==> src/rtl/seg7_pkg.sv <==
// Shared 7-segment definitions: segment bit positions, glyph table,
// receive FSM state type and the pattern-to-hex decode function.
// Glyph patterns are active-low over segments {a,b,c,d,e,f,g}.
package seg7_pkg;

  // Bit positions of each segment on the 8-bit bus
  localparam int SEG_A  = 7;
  localparam int SEG_B  = 6;
  localparam int SEG_C  = 5;
  localparam int SEG_D  = 4;
  localparam int SEG_E  = 3;
  localparam int SEG_F  = 2;
  localparam int SEG_G  = 1;
  localparam int SEG_DP = 0;

  localparam logic [6:0] SEG_GLYPH_0 = 7'b0000001;
  localparam logic [6:0] SEG_GLYPH_1 = 7'b1001111;
  localparam logic [6:0] SEG_GLYPH_2 = 7'b0010010;
  localparam logic [6:0] SEG_GLYPH_3 = 7'b0000110;
  localparam logic [6:0] SEG_GLYPH_4 = 7'b1001100;
  localparam logic [6:0] SEG_GLYPH_5 = 7'b0100100;
  localparam logic [6:0] SEG_GLYPH_6 = 7'b0100000;
  localparam logic [6:0] SEG_GLYPH_7 = 7'b0001111;
  localparam logic [6:0] SEG_GLYPH_8 = 7'b0000000;
  localparam logic [6:0] SEG_GLYPH_9 = 7'b0000100;
  localparam logic [6:0] SEG_GLYPH_A = 7'b0001000;
  localparam logic [6:0] SEG_GLYPH_B = 7'b1100000;
  localparam logic [6:0] SEG_GLYPH_C = 7'b0110001;
  localparam logic [6:0] SEG_GLYPH_D = 7'b1000010;
  localparam logic [6:0] SEG_GLYPH_E = 7'b0110000;
  localparam logic [6:0] SEG_GLYPH_F = 7'b0111000;
  // Encoder's "invalid input" glyph; deliberately not decodable
  localparam logic [6:0] SEG_GLYPH_X = 7'b1001000;

  typedef enum logic [0:0] {
    ST_WAIT    = 1'b0,
    ST_SETTLED = 1'b1
  } state_t;

  // Returns {match, hex}; match=0 for any pattern outside the 0..F glyphs
  function automatic logic [4:0] seg7_decode(input logic [6:0] pat);
    logic [4:0] r;
    r = 5'b0;
    case (pat)
      SEG_GLYPH_0: r = {1'b1, 4'h0};
      SEG_GLYPH_1: r = {1'b1, 4'h1};
      SEG_GLYPH_2: r = {1'b1, 4'h2};
      SEG_GLYPH_3: r = {1'b1, 4'h3};
      SEG_GLYPH_4: r = {1'b1, 4'h4};
      SEG_GLYPH_5: r = {1'b1, 4'h5};
      SEG_GLYPH_6: r = {1'b1, 4'h6};
      SEG_GLYPH_7: r = {1'b1, 4'h7};
      SEG_GLYPH_8: r = {1'b1, 4'h8};
      SEG_GLYPH_9: r = {1'b1, 4'h9};
      SEG_GLYPH_A: r = {1'b1, 4'hA};
      SEG_GLYPH_B: r = {1'b1, 4'hB};
      SEG_GLYPH_C: r = {1'b1, 4'hC};
      SEG_GLYPH_D: r = {1'b1, 4'hD};
      SEG_GLYPH_E: r = {1'b1, 4'hE};
      SEG_GLYPH_F: r = {1'b1, 4'hF};
      default:     r = 5'b0;
    endcase
    return r;
  endfunction

endpackage

==> src/rtl/seg7_sync_filter.sv <==
// Two-flop synchroniser plus stability counter for the segment bus.
// stable is high while the synchronised sample has been unchanged for
// STABLE_CYCLES consecutive samples; changed flags a new sample value.
module seg7_sync_filter
  import seg7_pkg::*;
#(
  parameter int STABLE_CYCLES = 16
) (
  input  logic       clk,
  input  logic       rst_n,
  input  logic [7:0] seg_in,
  output logic [7:0] sample,
  output logic       stable,
  output logic       changed
);

  localparam logic [7:0] CNT_MAX = 8'(STABLE_CYCLES - 1);

  logic [7:0] sync1;
  logic [7:0] sync2;
  logic [7:0] prev;
  logic [7:0] cnt;

  assign sample  = sync2;
  assign changed = (sync2 != prev);
  assign stable  = !changed && (cnt == CNT_MAX);

  // Synchronise the bus (idle = all segments off) and track sample history
  always_ff @(posedge clk) begin
    if (!rst_n) begin
      sync1 <= 8'hFF;
      sync2 <= 8'hFF;
      prev  <= 8'hFF;
    end else begin
      sync1 <= seg_in;
      sync2 <= sync1;
      prev  <= sync2;
    end
  end

  // Count consecutive identical samples, saturating at STABLE_CYCLES-1
  always_ff @(posedge clk) begin
    if (!rst_n) begin
      cnt <= 8'd0;
    end else if (changed) begin
      cnt <= 8'd0;
    end else if (cnt != CNT_MAX) begin
      cnt <= cnt + 8'd1;
    end
  end

endmodule

==> src/rtl/seg7_rx_decoder.sv <==
// Segment-bus receiver: synchronise/debounce, decode settled patterns to
// hex and deliver them through a valid/ready holding register.
// Optional saturating error counter enabled by SEG7_RX_ERRCNT_EN.
//
// Handshake: out_valid rises when a new value is loaded and stays high,
// with hex_out/dp_out stable, until an edge where out_valid & out_ready;
// out_ready is ignored while out_valid=0. A load on the same edge as a
// handshake wins; a load over an undelivered value fires ovr_pulse.
module seg7_rx_decoder
  import seg7_pkg::*;
#(
  parameter int STABLE_CYCLES = 16
) (
  input  logic       clk,
  input  logic       rst_n,
  input  logic [7:0] seg_in,
  output logic [3:0] hex_out,
  output logic       dp_out,
  output logic       out_valid,
  input  logic       out_ready,
  output logic       err_pulse,
  output logic       ovr_pulse,
  output state_t     fsm_state
`ifdef SEG7_RX_ERRCNT_EN
  ,
  output logic [7:0] err_count
`endif
);

  logic [7:0] sample;
  logic       stable;
  logic       changed;
  state_t     state;
  logic       have_last;
  logic [4:0] dec;
  logic       dec_dp;
  logic       settle_event;
  logic       is_new;
  logic       bad_glyph;
  logic       load;

  seg7_sync_filter #(
    .STABLE_CYCLES(STABLE_CYCLES)
  ) u_filter (
    .clk    (clk),
    .rst_n  (rst_n),
    .seg_in (seg_in),
    .sample (sample),
    .stable (stable),
    .changed(changed)
  );

  assign dec          = seg7_decode(sample[SEG_A:SEG_G]);
  assign dec_dp       = ~sample[SEG_DP];
  assign settle_event = (state == ST_WAIT) && stable;
  // hex_out/dp_out always mirror the last loaded value once have_last is set
  assign is_new       = !have_last || (dec[3:0] != hex_out) || (dec_dp != dp_out);
  assign bad_glyph    = settle_event && !dec[4];
  assign load         = settle_event && dec[4] && is_new;
  assign fsm_state    = state;

  // FSM plus registered delivery outputs and event pulses
  always_ff @(posedge clk) begin
    if (!rst_n) begin
      state     <= ST_WAIT;
      hex_out   <= 4'h0;
      dp_out    <= 1'b0;
      out_valid <= 1'b0;
      have_last <= 1'b0;
      err_pulse <= 1'b0;
      ovr_pulse <= 1'b0;
    end else begin
      err_pulse <= bad_glyph;
      ovr_pulse <= load && out_valid && !out_ready;
      case (state)
        ST_WAIT:    if (stable)  state <= ST_SETTLED;
        ST_SETTLED: if (changed) state <= ST_WAIT;
        default:                 state <= ST_WAIT;
      endcase
      if (load) begin
        hex_out   <= dec[3:0];
        dp_out    <= dec_dp;
        out_valid <= 1'b1;
        have_last <= 1'b1;
      end else if (out_valid && out_ready) begin
        out_valid <= 1'b0;
      end
    end
  end

`ifdef SEG7_RX_ERRCNT_EN
  // Saturating count of illegal settled patterns, cleared only by reset
  always_ff @(posedge clk) begin
    if (!rst_n) begin
      err_count <= 8'd0;
    end else if (bad_glyph && (err_count != 8'hFF)) begin
      err_count <= err_count + 8'd1;
    end
  end
`endif

endmodule
==> config.mk <==
export PLATFORM = sky130hd
export DESIGN_NAME = seg7_rx_decoder
export DESIGN_NICKNAME = d
export VERILOG_FILES = /design/src/rtl/seg7_pkg.sv /design/src/rtl/seg7_sync_filter.sv /design/src/rtl/seg7_rx_decoder.sv
export SDC_FILE = /design/constraint.sdc
export NUM_CORES = 1
export LEC_CHECK = 0
export BUFFER_PORTS_ARGS = -buffer_cell sky130_fd_sc_hd__buf_2
export CORE_MARGIN = 2
export CORE_UTILIZATION = 43
export DETAILED_ROUTE_END_ITERATION = 12
export HOLD_SLACK_MARGIN = 0.08
export PLACE_DENSITY = 0.61
export SYNTH_ARGS = -nofsm -noshare
export SYNTH_HDL_FRONTEND = slang
export SYNTH_HIERARCHICAL = 1
export SYNTH_SLANG_ARGS = --single-unit
==> constraint.sdc <==
create_clock -name clk -period 3.5 [get_ports clk]
set_clock_uncertainty 0.1 [all_clocks]
set_input_delay 0 -clock clk [delete_from_list [all_inputs] [get_ports clk]]
set_output_delay 0 -clock clk [all_outputs]
set_load 0.005 [all_outputs]
[After elaboration in Yosys (flattened, before gate mapping)]
Cells that the tools add are included.
Cells by class
  $add $sub $neg: 1
  eq/ne operators: 20
  multiplexer cells: 6
  bitwise logic cells: 3
  reduce and logical (&&, ||, !) cells: 17
Operators by type and width (count)
  one-hot mux 5 bit (16 select lines): 1
  == test 7 x 6 -> 1 bit, second input constant: 5
  == test 7 bit, second input constant: 4
  == test 7 x 3 -> 1 bit, second input constant: 2
  == test 7 x 4 -> 1 bit, second input constant: 2
  adder 8 x 1 -> 8 bit, second input constant: 1
  == test 8 x 4 -> 1 bit, second input constant: 1
  logical AND 1 bit: 8
  inequality test 8 x 4 -> 1 bit, second input constant: 1
  inequality test 8 bit: 1
  == test 7 x 1 -> 1 bit, second input constant: 1
  == test 7 x 5 -> 1 bit, second input constant: 1
  logical NOT 7 bit: 1
  logical NOT 1 bit: 4
  2-to-1 mux 1 bit: 4
  inequality test 4 bit: 1
  inverter 1 bit: 3
  logical OR 1 bit: 2
  one-hot mux 1 bit (2 select lines): 1
  nonzero test 2 bit: 1
  OR reduction 2 bit: 1
  inequality test 1 bit: 1
Storage, ports and cells
  bits in registers: 42

[Depth between registers and ports, before layout]
Gate-level depths: netlist of run 1.
  depth in word-level cells: 8
  gate-level depth with buffers: 9

[Cells and area by module]
Netlist of run 1, hierarchy kept.
Modules (own cells, without submodules)
  seg7_sync_filter: instances 1, cells an instance 99, area each 1079.8 um^2, sequential area each 640.6 um^2
  seg7_rx_decoder: instances 1, cells an instance 110, area each 912.1 um^2, sequential area each 200.2 um^2

[Worst setup path before layout of run 1]
Ideal clock, no wire load.
  kind: register to register
  start: reg u_filter.cnt[5]
  end: reg dp_out
  arrival: 2.137 ns
  setup slack: 1.183 ns
  stages on the path, launching flop included: 9
  buffers on the path: 1
  period minus slack after synthesis: 2.317 ns
  path through: dfxtp_1 > or3_1 > or3_1 > buf_6 > nor2_1 > nor2b_1 > o31ai_4 > a31o_2 > a211oi_2
On the way
  cells in the longest elaborated chain, start to end: 5
RTL lines
  start, declared: RTL line seg7_sync_filter.sv:22  | logic [7:0] cnt;
  start signal, assigned: RTL line seg7_sync_filter.sv:48  | cnt <= cnt + 8'd1;
  == test 8 x 4 -> 1 bit: RTL line seg7_sync_filter.sv:26  | assign stable = !changed && (cnt == CNT_MAX);
  logical AND 1 bit: RTL line seg7_sync_filter.sv:26
  net stable: RTL line seg7_rx_decoder.sv:31  | logic stable;
  logical AND 1 bit: RTL line seg7_rx_decoder.sv:55  | assign settle_event = (state == ST_WAIT) && stable;
  logical AND 1 bit (2 in a row): RTL line seg7_rx_decoder.sv:59  | assign load = settle_event && dec[4] && is_new;
  end signal, assigned: RTL line seg7_rx_decoder.sv:82  | dp_out <= dec_dp;
  end, declared: RTL line seg7_rx_decoder.sv:18  | output logic dp_out,
The timed path passes the listed nets, and every way through them passes these cells.
A chain may end at the register's enable or synchronous reset.

[Worst setup path in the final report of run 1]
  start: reg u_filter.sync2[4] (netlist: u_filter/sample[4])
  end: reg dp_out
On the way
  cells in the longest elaborated chain, start to end: 6
  elaborated cells between the ends (all ways): 26
RTL lines
  start, declared: RTL line seg7_sync_filter.sv:20  | logic [7:0] sync2;
  start signal, assigned: RTL line seg7_sync_filter.sv:36  | sync2 <= sync1;
  inequality test 8 bit: RTL line seg7_sync_filter.sv:25  | assign changed = (sync2 != prev);
  net changed: RTL line seg7_rx_decoder.sv:32  | logic changed;
  logical NOT 1 bit: RTL line seg7_sync_filter.sv:26
  logical AND 1 bit: RTL line seg7_sync_filter.sv:26
  net stable: RTL line seg7_rx_decoder.sv:31
  logical AND 1 bit: RTL line seg7_rx_decoder.sv:55
  logical AND 1 bit (2 in a row): RTL line seg7_rx_decoder.sv:59
The timed path passes the listed nets, and every way through them passes these cells.

==> impl_metrics.csv, run 1 <==
group,metric,value,unit
clock_tree,clk_latency,0.28,ns
detailed_routing,drt-initial-drc-count,140,
setup_path,crit_arrival,2.69,ns
synthesis,synthCells,209,
final_layout,finalInstanceArea,2370,sq um
setup_path,criticalPathCategory,"flip-flop to flip-flop",
timing,setup_viol,0,
setup_path,critPathTopFamily,"simple AND/OR/NAND/NOR gates",
synthesis,synth_area_leaders,"dfxtp_1 42%, nand2b_1 8.5%, xor2_1 5.3%, nor2_1 3.2%, nor2b_1 1.6%",
synthesis,synth_seq_area_share,42.2,%
setup_path,end_kind,"flip-flop",
clock_tree,post_cts_buffers,0,
synthesis,ys_async_sr_fraction,0,%
floorplanning,top_level_ports,20,
grt,grt_pass1_wl,6670,um
setup_path,critPathMaxStageDelay,0.70,ns
placed_design,detailed_place_hpwl,2400,um
detailed_routing,routed_wl,3760,um
detailed_routing,via_count,1545,
synthesis,ys_ff_latch,42,
setup_path,crit_chain,"xor2_1, nor4_1, nand2_1, nor2_1, nor2b_1, o31ai_4, a31o_2, a211oi_2",
floorplanning,rows,24,
placed_design,portBuffers,19,
timing,fin_setup_tns,0,ns
timing,finalCritPeriodShare,73.9,%
timing,min_period,2.58,ns
synthesis,ys_warn_count,6,
synthesis,yosys-top-cells-count,"42 x dfxtp_1, 27 x nand2b_1, 17 x nor2_1",
synthesis,syn_nets,221,
synthesis,synth_flop_cell,"dfxtp_1",
setup_path,slowest_stage,"dfxtp_1",
placed_design,placed_cell_area,2080,sq um
detailed_routing,dr.pass1.iters,4,
grt,antenna_found_initial,0,
timing,drv_slew,0,
clock_tree,cts_made_buffers,5,
grt,grt_max_degree,30,
run,max_cap_viol_count,0,
synthesis,ys_types,52,
setup_path,crit_buf_inv,0,
final_layout,antennaDiodeCount,0,
final_layout,syn_to_final_growth,19.2,%
power_and_ir_drop,p_leak,0.903,nW
detailed_routing,wire_per_inst,12.8,um
floorplanning,fp.dieW,72.1,um
clock_tree,htreeDepth,2,
run_status,outcome,"complete, no violations",
clock_tree,cts_tree,"done",
timing,hold_viol,0,
detailed_routing,viasPerCell,5.26,
synthesis,yosysMostFrequentCell,"dfxtp_1",
timing,whs,0.308,ns
final_layout,nNetsFinal,254,
setup_path,cp.required,3.61,ns
synthesis,yosys.area.top_type,"dfxtp_1",
timing,slew_headroom,60.2,%
grt,grtUsageTotal,16.4,%
synthesis,synth_top_area_share,42.2,%
synthesis,synth_area_per_cell,9.53,sq um
setup_path,critPathLaunchType,"flip-flop",
hold_path,holdCritPathClass,"flip-flop to flip-flop",
final_layout,drive_gt1_share,14.5,%
floorplanning,dieArea,5190,sq um
clock_tree,cts_sinks,42,
timing,grt_setup_unrepaired,"false",
grt,grt_pass1_vias,1510,
clock_tree,cts_buffer_depth,2,
power_and_ir_drop,vdd_drop_max,0.349,mV
floorplanning,start_util,45.1,%
clock_tree,clk_pin_slew,0.07,ns
detailed_routing,ant_nets,0,
floorplanning,die_h,72.1,um
detailed_routing,remaining_drc_errors,0,
setup_path,crit_fanout,20,
timing,fmax,387,MHz
clock_tree,cts_root_buf,"clkbuf_8",
power_and_ir_drop,power_density,397,nW/um^2
floorplanning,core_area,4410,sq um
grt,gr-total-overflow,0,
placed_design,place_congestion,0.802,
synthesis,synth_edf_count,0,
synthesis,netlist_area,1990,sq um
timing,worst_pin_slew,0.596,ns
-- state kept, by name, summed over array words and instances (netlist names) --
register / flops
fsm_state: 1
u_filter/cnt: 8
u_filter/sync1: 8
err_pulse: 1
have_last: 1
u_filter/sample: 8
out_valid: 1
u_filter/prev: 8
ovr_pulse: 1
hex_out: 4
dp_out: 1
-- final timing paths --
path	from	endpoint	slack, ns	depth (start not counted)
worst max-delay path	u_filter/sample[4]$_SDFF_PN1_	dp_out$_SDFFE_PN0P_	0.92	8
worst min-delay path	u_filter/sync1[6]$_SDFF_PN1_	u_filter/sample[6]$_SDFF_PN1_	0.31	1
worst max register to register	u_filter/sample[4]$_SDFF_PN1_	dp_out$_SDFFE_PN0P_	0.92	8
worst min register to register	u_filter/sync1[6]$_SDFF_PN1_	u_filter/sample[6]$_SDFF_PN1_	0.31	1
-- cell usage in the layout, fill, tap and decap left out, drive strengths merged, types with 4 or more instances in the layout --
| master | n |
|---|---|
| o21ai | 4 |
| nor3 | 5 |
| nand2b | 27 |
| nor4b | 4 |
| inv | 5 |
| nor2 | 17 |
| a211oi | 6 |
| dlygate4sd3 | 18 |
| a22oi | 4 |
| xor2 | 12 |
| a21oi | 5 |
| nor2b | 5 |
| dfxtp | 42 |
| nand3 | 4 |
| or3 | 5 |
| nand2 | 6 |
| clkbuf | 6 |
| nand4 | 4 |
| buf | 19 |
-- metrics by stage --
| step | std cells | setup WS (ns) | utilization [%] | power (mW) |
|---|---|---|---|---|
| 2_1_floorplan | 209 | 1.18 | - | 0.549 |
| 3_3_place_gp | 269 | 0.989 | 47.2 | 0.561 |
| 3_5_place_dp | 269 | 0.926 | 47.2 | 0.561 |
| 4_1_cts | 294 | 0.902 | 53.8 | 0.954 |
| 5_1_grt | 294 | 0.601 | 53.8 | 0.986 |
| 6_report | 294 | 0.915 | 53.8 | 0.942 |
-- worst reg2reg max path, cell delays in order, from the launching register on --
cell      delay, ns
dfxtp_1        0.70
xor2_1         0.14
nor4_1         0.34
nand2_1        0.11
nor2_1         0.14
nor2b_1        0.31
o31ai_4        0.18
a31o_2         0.28
a211oi_2       0.20
-- logic make-up after synthesis --
logic type / after synthesis / share of synthesized area (%)
and+or+nand+nor: 96 / 29.7
DFF: 42 / 42.2
AOI/OAI and AO/OA: 37 / 15.3
buffers and inverters: 16 / 4.46
xor gates and xnor gates: 14 / 6.16
muxes: 3 / 1.51
adders and majority gates: 1 / 0.628
-- area by class of cell --
class / instances / area, sq um
fill: 407 / 2040
multi-input combinational: 151 / 1060
sequential: 42 / 841
timing repair buffer: 37 / 275
clock buffer: 6 / 82.6
tap: 52 / 65.1
clock inverter: 1 / 30.0
inverter: 5 / 18.8
-- report_power, final --
part | switching (mW) | internal, mW
clock network | 0.149 | 0.228
logic | 0.0234 | 0.0349
registers | 0.0178 | 0.490
total | 0.190 | 0.753
-- repair_timing --
action                                 4_1_cts  5_1_grt
resized for setup                            0        0
endpoints found under the hold margin       26        0
hold buffers                                18        0
-- per-layer routing --
layer,up-vias,GRT usage [%],wire [um]
met4,0,6.50,46
met3,4,4.86,108
met2,28,26.2,1780
met5,-,0,0
li1,814,-,-
met1,699,20.8,1820
No activity file was read; power rests on OpenSTA's default activity.
==> run 2: changes to the inputs <==
--- a/config.mk
+++ b/config.mk
@@ -5,6 +5,7 @@
 export SDC_FILE = /design/constraint.sdc
 export NUM_CORES = 1
 export LEC_CHECK = 0
+export ABC_AREA = 1
 export BUFFER_PORTS_ARGS = -buffer_cell sky130_fd_sc_hd__buf_2
 export CORE_MARGIN = 2
 export CORE_UTILIZATION = 43
==> constraint.sdc (replaced) <==
create_clock -name clk -period 2.42 [get_ports clk]
set_clock_uncertainty 0.1 [all_clocks]
set_input_delay 0 -clock clk [delete_from_list [all_inputs] [get_ports clk]]
set_output_delay 0 -clock clk [all_outputs]
set_load 0.005 [all_outputs]
==> run 2 against run 1 <==
Largest cell class unchanged; sequential power is 42% higher; highest routed layer unchanged; synthesized area decreased by 1.7%; first-iteration DRC count decreased by 32%; total power increased by 34%; combinational power is 48% higher; setup slack worse by 0.58 ns; clock power increased by 21%; sequential cell count unchanged; fmax increased by 24%.
==> impl_metrics.csv, run 2 <==
group,metric,value,unit
synthesis,netlist_area,1960,sq um
clock_tree,post_cts_buffers,0,
timing,worst_pin_slew,0.601,ns
placed_design,pre_cts_ws,0.320,ns
timing,grt_setup_unrepaired,"false",
floorplanning,dieArea,5110,sq um
final_layout,syn_to_final_growth,17.1,%
clock_tree,cts_sinks,42,
synthesis,synth_area_leaders,"dfxtp_1 43%, nand2_1 20%, inv_1 10%, nor2_1 9.4%, nand3_1 4.1%",
clock_tree,cts_tree,"done",
grt,antenna_found_initial,0,
synthesis,ys_ff_latch,42,
final_layout,antennaDiodeCount,0,
timing,min_period,2.09,ns
final_layout,layout_commonest_cell,"nand2_1",
synthesis,yosys-top-cells-count,"106 x nand2_1, 52 x inv_1, 49 x nor2_1",
power_and_ir_drop,vdd_drop_max,0.409,mV
synthesis,ys_warn_count,6,
power_and_ir_drop,p_leak,1.27,nW
placed_design,detailed_place_hpwl,2590,um
clock_tree,postCtsResizedCells,0,
final_layout,final_cell_mix,"106 x nand2_1, 52 x inv_1, 49 x nor2_1",
setup_path,crit_fanout,11,
setup_path,critPathLaunchType,"flip-flop",
run,max_cap_viol_count,0,
setup_path,crit_arrival,2.20,ns
clock_tree,cts_made_buffers,5,
floorplanning,die_h,71.5,um
floorplanning,fp.dieW,71.5,um
grt,grtUsageTotal,15.6,%
hold_path,holdPathStages,2,
synthesis,yosysMostFrequentCell,"nand2_1",
timing,fmax,479,MHz
floorplanning,core_area,4380,sq um
synthesis,ys_types,23,
floorplanning,start_util,44.7,%
setup_path,reg2regPathDepth,13,
detailed_routing,remaining_drc_errors,0,
final_layout,nNetsFinal,352,
final_layout,final_cells,393,
grt,grt_pass1_wl,6400,um
timing,finalCritPeriodShare,86.3,%
synthesis,yosys.area.top_type,"dfxtp_1",
clock_tree,htreeDepth,2,
synthesis,synth_top_area_share,42.9,%
power_and_ir_drop,power_density,551,nW/um^2
detailed_routing,wire_per_inst,9.06,um
setup_path,cp.required,2.53,ns
floorplanning,rows,24,
detailed_routing,viasPerCell,4.34,
setup_path,criticalPathCategory,"flip-flop to flip-flop",
synthesis,synthCells,308,
timing,slew_headroom,59.9,%
synthesis,synth_edf_count,0,
synthesis,synth_seq_area_share,42.9,%
clock_tree,clk_latency,0.29,ns
grt,grt_pass1_vias,1546,
placed_design,place_congestion,0.846,
run_status,outcome,"complete, no violations",
setup_path,end_kind,"flip-flop",
grt,gr-total-overflow,0,
placed_design,portBuffers,19,
synthesis,synth_area_per_cell,6.36,sq um
clock_tree,cts_root_buf,"clkbuf_8",
timing,drv_slew,0,
grt,grt_max_degree,35,
timing,worst_slack,0.331,ns
timing,setup_viol,0,
synthesis,synth_flop_cell,"dfxtp_1",
synthesis,syn_nets,320,
synthesis,ys_async_sr_fraction,0,%
final_layout,drive_gt1_share,11.7,%
clock_tree,clk_pin_slew,0.08,ns
hold_path,holdCritPathClass,"flip-flop to flip-flop",
floorplanning,top_level_ports,20,
timing,fin_setup_tns,0,ns
placed_design,dp.cells,375,
detailed_routing,dr.pass1.iters,4,
detailed_routing,routed_wl,3560,um
detailed_routing,drt-initial-drc-count,95,
timing,hold_viol,0,
detailed_routing,ant_nets,0,
detailed_routing,via_count,1706,
clock_tree,cts_buffer_depth,2,
run 2: cell families (layout without fill, tap and decap cells):
family,count (synthesis),in the layout,synth area share [%]
buf+inv,61,94,12.0
simple gates,183,183,37.6
xor+xnor,6,6,2.68
fa+ha+maj,1,1,0.639
flops,42,42,42.9
compound gates,15,15,4.09
run 2: where the power goes:
part	internal, mW	switching (mW)
Clock	0.230	0.226
Sequential	0.708	0.0129
Combinational	0.0374	0.0490
run 2: critical path: stages, from the launching register on:
cell	delay, ns
dfxtp_1	0.44
inv_1	0.08
nand2_1	0.06
nand2_1	0.05
nor2_1	0.14
nand2_1	0.08
nor2_2	0.16
inv_1	0.07
nor2_1	0.09
nand2_1	0.11
a31oi_1	0.15
buf_4	0.19
nand2_1	0.10
nor3_1	0.18
run 2: final timing paths:
| path | start | end | slack [ns] |
|---|---|---|---|
| worst max-delay path | u_filter/sample[5]$_SDFF_PN1_ | ovr_pulse$_SDFF_PN0_ | 0.33 |
| worst min-delay path | u_filter/sync1[6]$_SDFF_PN1_ | u_filter/sample[6]$_SDFF_PN1_ | 0.30 |
| worst max register to register | u_filter/sample[5]$_SDFF_PN1_ | ovr_pulse$_SDFF_PN0_ | 0.33 |
| worst min register to register | u_filter/sync1[6]$_SDFF_PN1_ | u_filter/sample[6]$_SDFF_PN1_ | 0.30 |
run 2: area by class of cell:
| type | count | area (sq um) |
|---|---|---|
| timing repair buffer | 30 | 203 |
| multi-input combinational | 205 | 882 |
| fill | 444 | 2090 |
| sequential | 42 | 841 |
| inverter | 56 | 210 |
| tap | 52 | 65.1 |
| clock inverter | 1 | 5.00 |
| clock buffer | 7 | 86.3 |
run 2: repair_timing:
action / 4_1_cts / 5_1_grt
setup endpoints to repair: 0 / 0
endpoints found under the hold margin: 12 / 0
hold buffers: 10 / 0
run 2: through the flow:
| step | power (mW) | utilization (%) | hold WS (ns) | instance area [sq um] |
|---|---|---|---|---|
| final | 1.26 | 52.3 | 0.300 | 2290 |
| after floorplan | 0.790 | - | -0.0152 | 1960 |
| after global routing | 1.33 | 52.3 | 0.331 | 2290 |
| after CTS | 1.28 | 52.3 | 0.302 | 2290 |
| after global placement | 0.811 | 47.9 | 0.0683 | 2100 |
| after detailed placement | 0.812 | 47.9 | 0.0745 | 2100 |
run 2: metal layers:
| metal | up-vias | GRT usage, % | part of all wire [%] |
|---|---|---|---|
| met3 | 6 | 3.23 | 2.9 |
| met2 | 20 | 25.6 | 44 |
| li1 | 967 | - | - |
| met5 | - | 0 | 0 |
| met1 | 713 | 19.8 | 52 |
| met4 | 0 | 6.92 | 1.8 |
==> run 3: changes to the inputs <==
--- a/config.mk
+++ b/config.mk
@@ -10,6 +10,7 @@
 export CORE_MARGIN = 2
 export CORE_UTILIZATION = 43
 export DETAILED_ROUTE_END_ITERATION = 12
+export GPL_TIMING_DRIVEN = 0
 export HOLD_SLACK_MARGIN = 0.08
 export PLACE_DENSITY = 0.61
 export SYNTH_ARGS = -nofsm -noshare
==> run 3 against run 2 <==
Register-to-register slack hardly changed; global-route usage increased by 0.14 points; die area unchanged; setup slack improved by 0.014 ns; fmax rose by 0.68%; first-iteration DRC count rose by 24%; largest cell class unchanged.
==> impl_metrics.csv, run 3 (synthesized netlist as in run 2, its figures left out) <==
group,metric,value,unit
setup_path,crit_arrival,2.19,ns
final_layout,drive_gt1_share,12.8,%
power_and_ir_drop,power,1.28,mW
timing,fmax,482,MHz
placed_design,pre_cts_ws,0.291,ns
setup_path,crit_chain,"ha_1, nand3_1, nor2_2, nand2_2, nor2_1, nand2_1, a31oi_1, buf_4, nand2_1, nor3_1",
setup_path,crit_buf_inv,1,
setup_path,slowest_stage,"dfxtp_1",
power_and_ir_drop,power_density,552,nW/um^2
floorplanning,die_h,71.5,um
setup_path,cpMostUsedCell,"nand2_1",
setup_path,critPathLaunchType,"flip-flop",
power_and_ir_drop,p_clk_share,36.7,%
floorplanning,core_area,4380,sq um
final_layout,layout_commonest_cell,"nand2_1",
floorplanning,start_util,44.7,%
detailed_routing,remaining_drc_errors,0,
clock_tree,cts_sinks,42,
placed_design,detailed_place_hpwl,2590,um
timing,worst_pin_slew,0.488,ns
clock_tree,cts_tree,"done",
setup_path,cp.required,2.53,ns
power_and_ir_drop,switchingPower,301,uW
detailed_routing,met2_length,1600,um
clock_tree,post_cts_buffers,0,
floorplanning,top_level_ports,20,
timing,grt_setup_unrepaired,"false",
detailed_routing,routed_wl,3620,um
setup_path,r2r_start,"u_filter/cnt[0]$_SDFFE_PP0P_",
detailed_routing,viasPerCell,4.31,
final_layout,finalInstanceArea,2310,sq um
power_and_ir_drop,p_comb_share,6.8,%
power_and_ir_drop,vdd_drop_max,0.454,mV
timing,fin_setup_tns,0,ns
detailed_routing,wire_per_inst,9.11,um
timing,slew_headroom,67.5,%
timing,drv_slew,0,
placed_design,portBuffers,19,
floorplanning,dieArea,5110,sq um
final_layout,antennaDiodeCount,0,
timing,hold_viol,0,
placed_design,place_congestion,0.808,
clock_tree,clk_latency,0.29,ns
setup_path,critPathMaxStageDelay,0.37,ns
final_layout,syn_to_final_growth,18.2,%
power_and_ir_drop,p_leak,1.27,nW
floorplanning,rows,24,
hold_path,min_from,"seg_in[6]",
hold_path,holdCritPathClass,"primary input to flip-flop",
power_and_ir_drop,seqPwrFrac,56.5,%
clock_tree,cts_made_buffers,5,
detailed_routing,met1Wirelength,1870,um
power_and_ir_drop,internal-power,976,uW
grt,antenna_found_initial,0,
setup_path,critPathTopFamily,"simple AND/OR/NAND/NOR gates",
timing,worst_slack,0.345,ns
detailed_routing,drt-initial-drc-count,118,
detailed_routing,dr.pass1.iters,4,
grt,grt_pass1_wl,6310,um
grt,grtUsageTotal,15.7,%
final_layout,final_cell_mix,"106 x nand2_1, 52 x inv_1, 49 x nor2_1",
timing,setup_viol,0,
clock_tree,htreeDepth,2,
clock_tree,clk_pin_slew,0.08,ns
floorplanning,fp.dieW,71.5,um
detailed_routing,routed.top_layer,"met4",
power_and_ir_drop,sw_frac_of_total,23.6,%
final_layout,nNetsFinal,356,
timing,finalCritPeriodShare,85.7,%
setup_path,criticalPathCategory,"flip-flop to flip-flop",
run,max_cap_viol_count,0,
detailed_routing,via_count,1712,
detailed_routing,ant_nets,0,
clock_tree,cts_buffer_depth,2,
grt,grt_max_degree,14,
setup_path,crit_fanout,10,
detailed_routing,wl_met3,99,um
setup_path,end_kind,"flip-flop",
placed_design,placed_cell_area,2120,sq um
grt,gr-total-overflow,0,
grt,grt_pass1_vias,1531,
setup_path,critical_path.startpoint,"u_filter/cnt[0]$_SDFFE_PP0P_",
run_status,outcome,"complete, no violations",
timing,min_period,2.07,ns
clock_tree,cts_root_buf,"clkbuf_8",
setup_path,r2r_slack,0.35,ns
final_layout,num-fill-cells,450,
## run 3: timing repair
action,4_1_cts,5_1_grt
endpoints found under the hold margin,22,0
hold buffers,10,0
endpoints found under the setup margin,0,1
gates resized for setup,0,1
## run 3: final timing paths
check	depth (start not counted)	endpoint
min	4	u_filter/sync1[6]$_SDFF_PN1_
max reg2reg	10	ovr_pulse$_SDFF_PN0_
min reg2reg	2	u_filter/sample[7]$_SDFF_PN1_
max	10	ovr_pulse$_SDFF_PN0_
## run 3: power groups by stage
stage / sequential, mW / combinational (mW) / clock (mW)
2_1_floorplan: 0.735 / 0.0551 / 0
3_3_place_gp: 0.737 / 0.0744 / 0
3_5_place_dp: 0.738 / 0.0751 / 0
4_1_cts: 0.722 / 0.0875 / 0.490
5_1_grt: 0.725 / 0.103 / 0.518
6_report: 0.722 / 0.0869 / 0.469
## run 3: layer usage
layer | vias up | global-route usage [%]
met1 | 707 | 20.4
met2 | 20 | 24.6
met4 | 0 | 6.92
li1 | 981 | -
met5 | - | 0
met3 | 4 | 4.22
## run 3: worst reg2reg max path: stages, from the launching register on
cell and delay [ns]:
dfxtp_1 0.37, ha_1 0.22, nand3_1 0.15, nor2_2 0.14, nand2_2 0.12, nor2_1 0.13, nand2_1 0.10, a31oi_1 0.19
buf_4 0.21, nand2_1 0.10, nor3_1 0.16
## run 3: stage by stage
stage / hold WS, ns / util (%) / instances
finish: 0.305 / 52.8 / 397
CTS: 0.291 / 52.8 / 397
floorplan: -0.0152 / - / 308
global route: 0.314 / 52.8 / 397
global placement: 0.0684 / 48.3 / 379
detailed placement: 0.0717 / 48.3 / 379
## run 3: area by class of cell
class / instances / area [sq um] / share of cell area, %
multi-input combinational: 205 / 882 / 38.1
sequential: 42 / 842 / 36.4
inverter: 56 / 210 / 9.08
timing repair buffer: 29 / 195 / 8.43
clock buffer: 6 / 82.6 / 3.57
tap: 52 / 65.1 / 2.81
buffer: 5 / 25.0 / 1.08
clock inverter: 2 / 12.5 / 0.541
